--- src/rtl/cla_pkg.sv ---
// Shared types and constants for the pipelined carry-lookahead adder.
package cla_pkg;

  localparam int unsigned CLA_GROUP = 4;

  // Per-bit propagate/generate for one lookahead group.
  typedef struct packed {
    logic [CLA_GROUP-1:0] p;
    logic [CLA_GROUP-1:0] g;
  } pg_t;

endpackage

--- src/rtl/cla_group4.sv ---
// 4-bit carry-lookahead group: carry out of every bit from P/G and the group carry-in.
module cla_group4
  import cla_pkg::*;
(
  input  pg_t                  pg_i,
  input  logic                 c_i,
  output logic [CLA_GROUP-1:0] c_o
);

  logic [CLA_GROUP-1:0] p;
  logic [CLA_GROUP-1:0] g;

  assign p = pg_i.p;
  assign g = pg_i.g;

  assign c_o[0] = g[0] | (p[0] & c_i);
  assign c_o[1] = g[1] | (p[1] & g[0]) | (p[1] & p[0] & c_i);
  assign c_o[2] = g[2] | (p[2] & g[1]) | (p[2] & p[1] & g[0]) | (p[2] & p[1] & p[0] & c_i);
  assign c_o[3] = g[3] | (p[3] & g[2]) | (p[3] & p[2] & g[1]) | (p[3] & p[2] & p[1] & g[0]) |
                  (p[3] & p[2] & p[1] & p[0] & c_i);

endmodule

--- src/rtl/cla_pipe_adder16.sv ---
// Two-stage valid/ready carry-lookahead adder: stage 1 registers P/G, stage 2 registers the sum.
// Define CLA_PIPE_OVF_EN to add the registered signed-overflow output ovf.
module cla_pipe_adder16
  import cla_pkg::*;
#(
  parameter int unsigned WIDTH = 16
) (
  input  logic             clk,
  input  logic             rst_n,
  input  logic             in_valid,
  output logic             in_ready,
  input  logic [WIDTH-1:0] a,
  input  logic [WIDTH-1:0] b,
  input  logic             cin,
  output logic             out_valid,
  input  logic             out_ready,
  output logic [WIDTH-1:0] sum,
`ifdef CLA_PIPE_OVF_EN
  output logic             ovf,
`endif
  output logic             cout
);

  localparam int unsigned NGRP = WIDTH / CLA_GROUP;

  if ((WIDTH % CLA_GROUP) != 0 || WIDTH < 4 || WIDTH > 64) begin : gen_width_check
    $error("cla_pipe_adder16: WIDTH must be a multiple of 4 in 4..64");
  end

  logic                  s1_valid_q;
  pg_t [NGRP-1:0]        pg_q;
  pg_t [NGRP-1:0]        pg_d;
  logic                  cin_q;

  logic                  s2_valid_q;
  logic                  s2_advance;
  logic [WIDTH-1:0]      sum_q;
  logic                  cout_q;
`ifdef CLA_PIPE_OVF_EN
  logic                  ovf_q;
`endif

  logic [WIDTH-1:0]      p_vec;
  logic [WIDTH-1:0]      co_vec;
  logic [WIDTH-1:0]      carry_in;

  // No skid buffer: upstream ready depends combinationally on out_ready.
  assign s2_advance = !s2_valid_q || out_ready;
  assign in_ready   = !s1_valid_q || s2_advance;

  for (genvar gi = 0; gi < NGRP; gi++) begin : gen_grp
    logic grp_cin;

    assign pg_d[gi].p = a[gi*CLA_GROUP +: CLA_GROUP] ^ b[gi*CLA_GROUP +: CLA_GROUP];
    assign pg_d[gi].g = a[gi*CLA_GROUP +: CLA_GROUP] & b[gi*CLA_GROUP +: CLA_GROUP];
    assign p_vec[gi*CLA_GROUP +: CLA_GROUP] = pg_q[gi].p;

    // Group carries ripple from one lookahead group to the next.
    if (gi == 0) begin : gen_first
      assign grp_cin = cin_q;
    end else begin : gen_rest
      assign grp_cin = co_vec[gi*CLA_GROUP-1];
    end

    cla_group4 u_grp (
      .pg_i (pg_q[gi]),
      .c_i  (grp_cin),
      .c_o  (co_vec[gi*CLA_GROUP +: CLA_GROUP])
    );
  end

  assign carry_in = {co_vec[WIDTH-2:0], cin_q};

  always_ff @(posedge clk or negedge rst_n) begin
    if (!rst_n) begin
      s1_valid_q <= 1'b0;
      pg_q       <= '0;
      cin_q      <= 1'b0;
    end else if (in_ready) begin
      s1_valid_q <= in_valid;
      if (in_valid) begin
        pg_q  <= pg_d;
        cin_q <= cin;
      end
    end
  end

  always_ff @(posedge clk or negedge rst_n) begin
    if (!rst_n) begin
      s2_valid_q <= 1'b0;
      sum_q      <= '0;
      cout_q     <= 1'b0;
`ifdef CLA_PIPE_OVF_EN
      ovf_q      <= 1'b0;
`endif
    end else if (s2_advance) begin
      s2_valid_q <= s1_valid_q;
      if (s1_valid_q) begin
        sum_q  <= p_vec ^ carry_in;
        cout_q <= co_vec[WIDTH-1];
`ifdef CLA_PIPE_OVF_EN
        ovf_q  <= co_vec[WIDTH-2] ^ co_vec[WIDTH-1];
`endif
      end
    end
  end

  assign out_valid = s2_valid_q;
  assign sum       = sum_q;
  assign cout      = cout_q;
`ifdef CLA_PIPE_OVF_EN
  assign ovf       = ovf_q;
`endif

endmodule

--- config.mk ---
export PLATFORM = sky130hd
export DESIGN_NAME = cla_pipe_adder16
export DESIGN_NICKNAME = d
export VERILOG_FILES = /design/src/rtl/cla_pkg.sv /design/src/rtl/cla_group4.sv /design/src/rtl/cla_pipe_adder16.sv
export SDC_FILE = /design/constraint.sdc
export NUM_CORES = 1
export LEC_CHECK = 0
export ABC_AREA = 1
export BUFFER_PORTS_ARGS = -buffer_cell sky130_fd_sc_hd__buf_2
export CAP_MARGIN = 20
export CORE_MARGIN = 10
export CORE_UTILIZATION = 30
export DETAILED_ROUTE_END_ITERATION = 10
export MAX_ROUTING_LAYER = met4
export PLACE_DENSITY = 0.59
export SYNTH_ARGS = -nofsm -noshare
export SYNTH_HDL_FRONTEND = slang
export SYNTH_SLANG_ARGS = --single-unit
--- constraint.sdc ---
create_clock -name clk -period 1.7 [get_ports clk]
set_clock_uncertainty 0.1 [all_clocks]
set_input_delay 0.51 -clock clk [delete_from_list [all_inputs] [get_ports clk]]
set_output_delay 0.51 -clock clk [all_outputs]
set_load 0.03 [all_outputs]
==> results of run 1 <==
[power by group through the flow]
stage                     clock network [W]  logic, W  registers, W
after floorplan                           0  0.000711       0.00218
after global placement                    0   0.00176       0.00178
after detailed placement                  0   0.00178       0.00179
after CTS                          0.000775   0.00182       0.00176
after global routing               0.000815   0.00199       0.00181
final                              0.000727   0.00179       0.00176
[path summary, 6_finish.rpt]
| path | to | startpoint | slack (ns) | cells past startpoint |
|---|---|---|---|---|
| setup / recovery | sum[13]$_DFFE_PN0P_ | p_vec[1]$_DFFE_PN0P_ | 0.07 | 12 |
| setup reg to reg | sum[13]$_DFFE_PN0P_ | p_vec[1]$_DFFE_PN0P_ | 0.07 | 12 |
| max in group asynchronous | out_valid$_DFFE_PN0P_ | rst_n | 1.17 | 2 |
| hold / removal | sum[1]$_DFFE_PN0P_ | rst_n | 0.09 | 2 |
| min in group clk | cin_q$_DFFE_PN0P_ | cin | 0.33 | 2 |
| hold reg to reg | sum[11]$_DFFE_PN0P_ | sum[11]$_DFFE_PN0P_ | 0.38 | 2 |
[cells by family after synthesis]
family / Yosys count
adder cells (fa/ha/maj): 20
buffers and inverters: 24
multiplexers: 20
AND/OR/NAND/NOR: 89
flip-flops: 52
XOR/XNOR: 8
AO/OA/AOI/OAI: 36
[layout make-up]
class / count / area (um2)
multi-input combinational: 173 / 1220
timing repair buffer: 87 / 541
fill: 799 / 4940
clock buffer: 7 / 86.3
inverter: 17 / 63.8
sequential: 52 / 1300
clock inverter: 1 / 7.51
tap: 105 / 131
[synthesized netlist by cell type]
cell | instances | area (um2)
nand2_2 | 6 | 37.5
nand3_1 | 11 | 55.1
buf_4 | 1 | 7.51
o21bai_1 | 2 | 15.0
inv_1 | 14 | 52.6
xor2_1 | 6 | 52.6
inv_2 | 2 | 7.51
a31oi_1 | 2 | 12.5
nand2_4 | 4 | 45.0
nor3_1 | 2 | 10.0
nand4_1 | 2 | 12.5
buf_6 | 1 | 11.3
a21oi_4 | 1 | 16.3
ha_1 | 20 | 250
mux2_2 | 20 | 225
nand3_2 | 2 | 20.0
nand2_1 | 39 | 146
o211ai_1 | 1 | 7.51
nor2_1 | 23 | 86.3
clkbuf_1 | 1 | 3.75
dfrtp_1 | 52 | 1300
clkinv_1 | 1 | 3.75
xnor2_1 | 2 | 17.5
o21ai_1 | 3 | 15.0
o21ai_0 | 7 | 35.0
a21oi_1 | 16 | 80.1
a21oi_2 | 4 | 35.0
buf_2 | 4 | 20.0
[routing by layer]
layer  vias to the layer above  track usage, %
li1                       1003               -
met1                       879            11.8
met2                        40            14.2
met3                         4            2.91
met4                         0            2.28
met5                         -               -
[timing repair]
action | 4_1_cts | 5_1_grt
setup endpoints to repair | 1 | 5
buffers inserted | 1 | 0
pin swaps | 6 | 8
gates resized for setup | 5 | 4
[sequential cells by signal, summed over array words and instances, names as in the netlist]
name        count
cin_q           1
sum            16
out_valid       1
p_vec          16
pg_q           16
s1_valid_q      1
cout            1
[stage by stage]
step	instances	TNS, ns	hold slack (ns)
2_1_floorplan	249	0	0.114
3_3_place_gp	433	0	0.361
3_5_place_dp	433	-0.0119	0.363
4_1_cts	442	0	0.0865
5_1_grt	442	-0.230	0.0939
6_report	442	0	0.0862
==> load_flow_metrics.sql, run 1 <==
INSERT INTO impl_metrics (metric_group, metric, value, unit) VALUES
('die', 'die_h', '113', 'um'),
('die', 'std_cell_rows', '33', ''),
('global_route', 'grt_util_all_layers', '9.36', '%'),
('global_route', 'first_pass_grt_wire_length', '9800', 'um'),
('yosys', 'post_synth_mux_area_share', '8.72', '%'),
('detailed_routing', 'uppermost_layer_routed', 'met4', ''),
('power', 'p_int', '0.00261', 'W'),
('power', 'pwr-share-seq', '41.1', '%'),
('detailed_routing', 'drc', '0', ''),
('detailed_routing', 'vias', '1926', ''),
('sta', 'setup_repair_after_global_routing_missed_its_margin', 'yes', ''),
('power', 'power.density', '1280', 'nW/um2'),
('clock_network', 'clock_insertion_delay_worst_skew', '0.30', 'ns'),
('yosys', 'synth_compound_area_share', '8.38', '%'),
('detailed_routing', 'dr_wl_met2', '2500', 'um'),
('setup_path', 'crit_slowest_cell', 'dfrtp_1', ''),
('yosys', 'largest_family_of_logic_cells_by_synthesized_area', 'simple AND/OR/NAND/NOR gates', ''),
('setup_path', 'cp-end-kind', 'flip-flop', ''),
('sta', 'timing.final.hold_violations', '0', ''),
('layout', 'final_net_count', '393', ''),
('sta', 'worstMarginPinSlew', '0.301', 'ns'),
('layout', 'post_route_cells_drive_above_1_share', '41.5', '%'),
('outcome', 'outcome', 'finished clean', ''),
('detailed_routing', 'detail_route.iter0.violations', '59', ''),
('min_path', 'worstHoldPathType', 'in2async', ''),
('yosys', 'synth-adder-area-share', '9.69', '%'),
('global_route', 'grt_pass1_vias', '2072', ''),
('sta', 'final_critical_path_setup_slack', '0.0653', 'ns'),
('layout', 'p_r_area_growth_vs_syn', '30.0', '%'),
('clock_network', 'cts_tree', 'yes', ''),
('layout', 'fin_util', '40.4', '%'),
('detailed_routing', 'route.antenna.remaining_nets', '0', ''),
('global_route', 'grt_antenna_before_repair', '0', ''),
('yosys', 'synth_warn', '0', ''),
('yosys', 'synth_area_per_cell', '10.4', 'um2'),
('setup_path', 'cp_data_required_time', '1.80', 'ns'),
('layout', 'leading_cell_types_in_the_layout_fill_and_taps_excluded', 'buf_2 (55), dfrtp_1 (51), nand2_1 (39)', ''),
('placement', 'pre_cts_ws', '-0.0119', 'ns'),
('layout', 'layout.cells.most_common', 'buf_2', ''),
('yosys', 'synth_area', '2580', 'um2'),
('clock_network', 'clkSlewWorstSetupHoldPaths', '0.09', 'ns'),
('clock_network', 'cts.htree.levels', '2', ''),
('sta', 'period_needed', '1.63', 'ns'),
('setup_path', 'cp_num_buf_inv', '0', ''),
('die', 'die-width', '113', 'um'),
('power', 'proportion_of_power_drawn_by_the_clock_network', '17.0', '%'),
('power', 'power_switching_share', '39.1', '%'),
('clock_network', 'clock_buffers_created_by_tritoncts', '5', ''),
('detailed_routing', 'routedLengthMet1', '2730', 'um'),
('placement', 'detailedPlacementHpwl', '4420', 'um'),
('yosys', 'synth_nets', '306', ''),
('clock_network', 'cts.root.buffer_cell', 'clkbuf_8', ''),
('sta', 'clock.fmax', '612', 'MHz'),
('power', 'power_leakage', '1.71', 'nW'),
('detailed_routing', 'wirelength', '5580', 'um'),
('layout', 'final_cell_area', '3360', 'um2'),
('placement', 'globalplace.congestion', '0.824', ''),
('die', 'initial_utilization', '31.1', '%'),
('global_route', 'globalRouteOverflowTotal', '0', ''),
('setup_path', 'path_delay_family', 'simple AND/OR/NAND/NOR gates', ''),
('clock_network', 'holdBufCountCts', '0', ''),
('detailed_routing', 'wire_per_inst', '12.6', 'um'),
('setup_path', 'critical_path_class', 'reg2reg', ''),
('global_route', 'grt_start_max_net_pins', '53', ''),
('die', 'ios', '56', ''),
('power', 'irDropWorstVdd', '318', 'uV'),
('sta', 'fin_crit_sh', '96.2', '%'),
('sta', 'relSlewSlack', '79.8', '%'),
('layout', 'antennaDiodeCount', '0', ''),
('setup_path', 'path_max_fanout', '4', ''),
('clock_network', 'maximum_root_to_sink_buffer_count', '2', '');
Note: power is estimated with default switching activity, not from simulation.
==> inputs of run 2 (changes only) <==
- CTS_BUF_LIST: not set -> sky130_fd_sc_hd__clkbuf_16
==> run 2 against run 1 <==
Via count shrank 0.36%. Wire length shrank 0.66%. Die area is the same. Global-route usage is essentially flat. Clock power grew 31%. Sequential cell count is the same. Clock-buffer cell count shrank 2. Worst setup slack gained 0.0034 ns. Critical path type unchanged. Largest cell class unchanged. Highest routed layer unchanged.
==> load_flow_metrics.sql, run 2 (synthesized netlist as in run 1, its figures left out) <==
INSERT INTO impl_metrics (metric_group, metric, value, unit) VALUES
('sta', 'setup_violations', '0', ''),
('layout', 'stdcell_count', '442', ''),
('layout', 'layout.cells.most_common', 'buf_2', ''),
('setup_path', 'critical_path_class', 'reg2reg', ''),
('outcome', 'outcome', 'finished clean', ''),
('power', 'irDropWorstVdd', '437', 'uV'),
('placement', 'globalplace.congestion', '0.824', ''),
('setup_path', 'cp-end-kind', 'flip-flop', ''),
('job', 'drv_cap', '0', ''),
('layout', 'fin_util', '41.0', '%'),
('die', 'die_h', '113', 'um'),
('global_route', 'first_pass_grt_wire_length', '9890', 'um'),
('setup_path', 'r2r-start', 'p_vec[1]$_DFFE_PN0P_', ''),
('detailed_routing', 'detail_route.iter0.violations', '69', ''),
('clock_network', 'holdBufCountCts', '0', ''),
('layout', 'antennaDiodeCount', '0', ''),
('sta', 'timing.final.hold_violations', '0', ''),
('placement', 'post_dp_cell_area', '3220', 'um2'),
('sta', 'final.setup.tns', '0', 'ns'),
('clock_network', 'clkSlewWorstSetupHoldPaths', '0.06', 'ns'),
('placement', 'detailedPlacementHpwl', '4420', 'um'),
('clock_network', 'clock_buffers_created_by_tritoncts', '5', ''),
('clock_network', 'cts.root.buffer_cell', 'clkbuf_16', ''),
('setup_path', 'startpoint_type', 'flip-flop', ''),
('min_path', 'worstHoldPathType', 'in2async', ''),
('layout', 'final_net_count', '393', ''),
('layout', 'fillers', '794', ''),
('placement', 'pre_cts_ws', '-0.0119', 'ns'),
('global_route', 'globalRouteOverflowTotal', '0', ''),
('die', 'placeableCoreArea', '8300', 'um2'),
('detailed_routing', 'route.antenna.remaining_nets', '0', ''),
('clock_network', 'cts_tree', 'yes', ''),
('detailed_routing', 'wire_per_inst', '12.5', 'um'),
('clock_network', 'cts.htree.levels', '2', ''),
('placement', 'io_buffers', '55', ''),
('detailed_routing', 'drc', '0', ''),
('setup_path', 'r2r_setup_slack', '0.07', 'ns'),
('clock_network', 'cts.sink_count', '52', ''),
('sta', 'relSlewSlack', '81.1', '%'),
('detailed_routing', 'wirelength', '5550', 'um'),
('global_route', 'grt_start_max_net_pins', '53', ''),
('sta', 'clock.fmax', '613', 'MHz'),
('power', 'power.density', '1320', 'nW/um2'),
('sta', 'timing.final.max_slew_violations', '0', ''),
('layout', 'multi_input_area', '1220', 'um2'),
('sta', 'setup_repair_after_global_routing_missed_its_margin', 'yes', ''),
('die', 'initial_utilization', '31.1', '%'),
('placement', 'place.detailed.instances', '433', ''),
('layout', 'post_route_cells_drive_above_1_share', '41.2', '%'),
('global_route', 'grt_pass1_vias', '2105', ''),
('global_route', 'grt_antenna_before_repair', '0', ''),
('global_route', 'grt_util_all_layers', '9.38', '%'),
('detailed_routing', 'dr.pass1.iters', '4', ''),
('setup_path', 'regToRegEndpoint', 'sum[13]$_DFFE_PN0P_', ''),
('sta', 'fin_crit_sh', '96.0', '%'),
('layout', 'p_r_area_growth_vs_syn', '31.8', '%'),
('setup_path', 'cp_data_required_time', '1.77', 'ns'),
('layout', 'register_area', '1300', 'um2'),
('sta', 'period_needed', '1.63', 'ns'),
('sta', 'final_critical_path_setup_slack', '0.0687', 'ns'),
('die', 'ios', '56', ''),
('die', 'die-area', '12700', 'um2'),
('die', 'die-width', '113', 'um'),
('setup_path', 'worst_path_arrival', '1.70', 'ns'),
('setup_path', 'r2r_worst_path_depth', '12', ''),
('layout', 'final_cell_area', '3400', 'um2'),
('layout', 'leading_cell_types_in_the_layout_fill_and_taps_excluded', 'buf_2 (55), dfrtp_1 (51), nand2_1 (39)', ''),
('die', 'std_cell_rows', '33', ''),
('detailed_routing', 'drt-vias-per-instance', '4.34', ''),
('clock_network', 'clock_insertion_delay_worst_skew', '0.28', 'ns'),
('detailed_routing', 'vias', '1919', ''),
('setup_path', 'path_max_fanout', '4', ''),
('sta', 'worstMarginPinSlew', '0.282', 'ns'),
('clock_network', 'maximum_root_to_sink_buffer_count', '2', ''),
('power', 'power_leakage', '1.74', 'nW');
run 2: cell types whose count changed in the layout (fill, tap and decap cells not counted):
| cell | change |
|---|---|
| clkbuf_8 | -6 |
| clkbuf_16 | +5 |
| inv_1 | +1 |
| clkbuf_1 | -1 |
| clkinv_1 | +1 |
run 2: layout make-up:
type / instances / area share (%)
timing repair buffer: 87 / 15.9
inverter: 17 / 1.88
tap: 105 / 3.86
sequential: 52 / 38.3
clock inverter: 3 / 0.441
multi-input combinational: 173 / 36.0
clock buffer: 5 / 3.68
run 2: power breakdown:
group | switching [W] | internal [W]
clock network | 0.000420 | 0.000535
registers | 0.000200 | 0.00156
logic | 0.00107 | 0.000715
total | 0.00169 | 0.00281
run 2: timing repair:
item | CTS | global route
endpoints found under the setup margin | 1 | 5
buffers inserted | 1 | 0
resized for setup | 5 | 4
pin swaps | 5 | 8
hold endpoints to repair | 0 | 0
run 2: critical path, cell delays in order, from the launching register on:
cell	delay, ns
dfrtp_1	0.41
nand3_2	0.09
nand3_2	0.09
nand2_2	0.08
nand2_4	0.05
nand2_4	0.06
nand2_4	0.06
nand2_4	0.06
nand2_4	0.05
ha_4	0.16
nor2_4	0.07
xor2_1	0.15
o21ai_1	0.07
run 2: worst max path at each step:
stage	from	endpoint	slack (ns)
finish	p_vec[1]$_DFFE_PN0P_	sum[13]$_DFFE_PN0P_	0.07
global route	p_vec[1]$_DFFE_PN0P_	sum[13]$_DFFE_PN0P_	-0.06
CTS	p_vec[1]$_DFFE_PN0P_	sum[13]$_DFFE_PN0P_	0.007
detailed placement	pg_q[10]$_DFFE_PN0P_	sum[13]$_DFFE_PN0P_	-0.01
global placement	out_ready	p_vec[0]$_DFFE_PN0P_	0.03
floorplan	out_ready	pg_q[17]$_DFFE_PN0P_	0.006
run 2: routing by layer:
layer	share of wire (%)	GRT usage, %	vias to the layer above	wire (um)
met3	4.8	2.48	2	265
met2	45	14.5	34	2500
met4	0.43	2.71	0	24
li1	-	-	1002	-
met1	50	11.8	881	2760
met5	0	-	-	0
run 2: through the flow:
step / hold WS [ns] / power [W]
5_1_grt: 0.134 / 0.00486
6_report: 0.114 / 0.00451
3_3_place_gp: 0.361 / 0.00354
2_1_floorplan: 0.114 / 0.00289
3_5_place_dp: 0.363 / 0.00357
4_1_cts: 0.124 / 0.00458
==> inputs of run 3 (changes only) <==
- CORE_UTILIZATION: 30 -> 35
- PLACE_DENSITY: 0.59 -> 0.66
==> run 3 against run 2 <==
Wire length decreased by 0.23%. Via count increased by 1.1%. Critical endpoint unchanged. First-iteration DRC count decreased by 43%. Sequential share of layout area decreased by 0.27 points. Critical path type unchanged. Utilization increased by 6.5 points. Register-to-register slack improved by 0.02 ns.
==> load_flow_metrics.sql, run 3 (synthesized netlist as in run 1, its figures left out) <==
INSERT INTO impl_metrics (metric_group, metric, value, unit) VALUES
('outcome', 'outcome', 'finished clean', ''),
('setup_path', 'r2r_worst_path_depth', '8', ''),
('clock_network', 'cts.htree.levels', '2', ''),
('detailed_routing', 'dr.pass1.iters', '4', ''),
('min_path', 'worstHoldPathType', 'in2async', ''),
('setup_path', 'r2r_setup_slack', '0.09', 'ns'),
('global_route', 'grt_pass1_vias', '2082', ''),
('setup_path', 'cp-end-kind', 'flip-flop', ''),
('layout', 'post_route_cells_drive_above_1_share', '42.6', '%'),
('power', 'p_int', '0.00284', 'W'),
('sta', 'period_needed', '1.61', 'ns'),
('detailed_routing', 'drc', '0', ''),
('clock_network', 'cts.sink_count', '52', ''),
('placement', 'io_buffers', '55', ''),
('setup_path', 'regToRegEndpoint', 'sum[13]$_DFFE_PN0P_', ''),
('setup_path', 'critical_path_class', 'reg2reg', ''),
('detailed_routing', 'drt-vias-per-instance', '4.42', ''),
('die', 'die_h', '106', 'um'),
('sta', 'worstMarginPinSlew', '0.285', 'ns'),
('die', 'die-width', '106', 'um'),
('clock_network', 'cts_tree', 'yes', ''),
('global_route', 'globalRouteOverflowTotal', '0', ''),
('clock_network', 'clock_buffers_created_by_tritoncts', '5', ''),
('power', 'report.power.total', '0.00455', 'W'),
('power', 'power.density', '1330', 'nW/um2'),
('clock_network', 'clkSlewWorstSetupHoldPaths', '0.07', 'ns'),
('detailed_routing', 'vias', '1940', ''),
('clock_network', 'maximum_root_to_sink_buffer_count', '2', ''),
('layout', 'p_r_area_growth_vs_syn', '32.7', '%'),
('placement', 'globalplace.congestion', '0.804', ''),
('setup_path', 'r2r-start', 'p_vec[10]$_DFFE_PN0P_', ''),
('power', 'irDropWorstVdd', '526', 'uV'),
('global_route', 'grt_util_all_layers', '10.3', '%'),
('detailed_routing', 'route.antenna.remaining_nets', '0', ''),
('layout', 'final_cell_area', '3430', 'um2'),
('placement', 'post_dp_cell_area', '3200', 'um2'),
('sta', 'timing.final.hold_violations', '0', ''),
('layout', 'layout.cells.most_common', 'buf_2', ''),
('die', 'std_cell_rows', '31', ''),
('placement', 'pre_cts_ws', '-0.00311', 'ns'),
('clock_network', 'clock_insertion_delay_worst_skew', '0.28', 'ns'),
('power', 'net-switching-power', '0.00170', 'W'),
('power', 'power_switching_share', '37.5', '%'),
('setup_path', 'startpoint_type', 'flip-flop', ''),
('placement', 'detailedPlacementHpwl', '4330', 'um'),
('sta', 'fin_crit_sh', '94.8', '%'),
('detailed_routing', 'detail_route.iter0.violations', '39', ''),
('power', 'proportion_of_power_drawn_by_the_clock_network', '20.9', '%'),
('setup_path', 'cp_data_required_time', '1.77', 'ns'),
('setup_path', 'worst_path_arrival', '1.68', 'ns'),
('sta', 'clock.fmax', '621', 'MHz'),
('detailed_routing', 'wire_per_inst', '12.6', 'um'),
('global_route', 'grt_antenna_before_repair', '0', ''),
('layout', 'fillers', '702', ''),
('detailed_routing', 'wirelength', '5530', 'um'),
('job', 'drv_cap', '0', ''),
('die', 'ios', '56', ''),
('sta', 'setup_repair_after_global_routing_missed_its_margin', 'yes', ''),
('layout', 'final_net_count', '396', ''),
('die', 'initial_utilization', '35.8', '%'),
('die', 'placeableCoreArea', '7210', 'um2'),
('sta', 'timing.final.max_slew_violations', '0', ''),
('global_route', 'first_pass_grt_wire_length', '9470', 'um'),
('power', 'pwr-share-seq', '39.0', '%'),
('sta', 'final_critical_path_setup_slack', '0.0886', 'ns'),
('layout', 'antennaDiodeCount', '0', ''),
('power', 'power_leakage', '1.75', 'nW'),
('setup_path', 'path_max_fanout', '4', ''),
('sta', 'setup_violations', '0', ''),
('layout', 'leading_cell_types_in_the_layout_fill_and_taps_excluded', 'buf_2 (55), dfrtp_1 (51), nand2_1 (39)', ''),
('global_route', 'grt_start_max_net_pins', '53', ''),
('die', 'die-area', '11200', 'um2'),
('clock_network', 'cts.root.buffer_cell', 'clkbuf_16', ''),
('power', 'comb_power_share', '40.1', '%'),
('sta', 'relSlewSlack', '80.8', '%'),
('layout', 'fin_util', '47.5', '%');
## run 3: changes by cell type in the layout (fill, tap and decap cells not counted), sizes merged
| cell | delta |
|---|---|
| buf | +3 |
## run 3: layer usage
layer | share of wire [%] | GRT usage (%) | wire length [um]
met5 | 0 | - | 0
met2 | 47 | 16.4 | 2580
met1 | 48 | 13.0 | 2680
met4 | 0.87 | 2.71 | 48
met3 | 4.0 | 2.48 | 222
## run 3: how the worst max path moves through the flow
stage                          start              endpoint  slack [ns]  cells past startpoint
6_report       p_vec[10]$_DFFE_PN0P_   sum[13]$_DFFE_PN0P_        0.09                      8
5_1_grt         p_vec[1]$_DFFE_PN0P_   sum[13]$_DFFE_PN0P_       -0.04                     12
4_1_cts         p_vec[1]$_DFFE_PN0P_   sum[13]$_DFFE_PN0P_       0.002                     12
3_5_place_dp    p_vec[1]$_DFFE_PN0P_   sum[13]$_DFFE_PN0P_      -0.003                     12
3_3_place_gp    p_vec[6]$_DFFE_PN0P_   sum[13]$_DFFE_PN0P_        0.03                     10
2_1_floorplan              out_ready  pg_q[17]$_DFFE_PN0P_       0.006                      6
## run 3: power groups by stage
stage                     registers [W]  logic, W  clock network, W
after floorplan                 0.00218  0.000711                 0
after global placement          0.00178   0.00175                 0
after detailed placement        0.00180   0.00176                 0
after CTS                       0.00177   0.00182          0.000982
after global routing            0.00182   0.00203           0.00103
final                           0.00177   0.00182          0.000952
## run 3: worst max-delay path, stage by stage (launching register included)
cell and delay [ns]:
dfrtp_1 0.40, inv_1 0.14, o21bai_1 0.13, a21oi_2 0.20, nand2_4 0.08, ha_4 0.16
nor2_4 0.07, xor2_1 0.15, o21ai_1 0.08
## run 3: per-stage QoR
step | hold slack (ns) | setup TNS (ns) | std cells
floorplan | 0.114 | 0 | 249
global placement | 0.360 | 0 | 426
detailed placement | 0.364 | -0.00311 | 426
CTS | 0.124 | 0 | 438
global route | 0.125 | -0.0368 | 439
finish | 0.117 | 0 | 439
## run 3: area by class of cell
type | instances | area (um2) | share of cell area [%]
timing repair buffer | 90 | 563 | 16.4
multi-input combinational | 173 | 1230 | 36.0
clock inverter | 3 | 15.0 | 0.438
inverter | 17 | 63.8 | 1.86
sequential | 52 | 1300 | 38.0
tap | 99 | 124 | 3.61
clock buffer | 5 | 125 | 3.65
## run 3: what timing repair did
action                                  4_1_cts  5_1_grt
endpoints found under the hold margin         0        0
buffers inserted                              4        1
gates cloned                                  0        0
endpoints found under the setup margin        1        4
gates resized for setup                       4        9
pin swaps                                     5        9
hold buffers                                  0        0
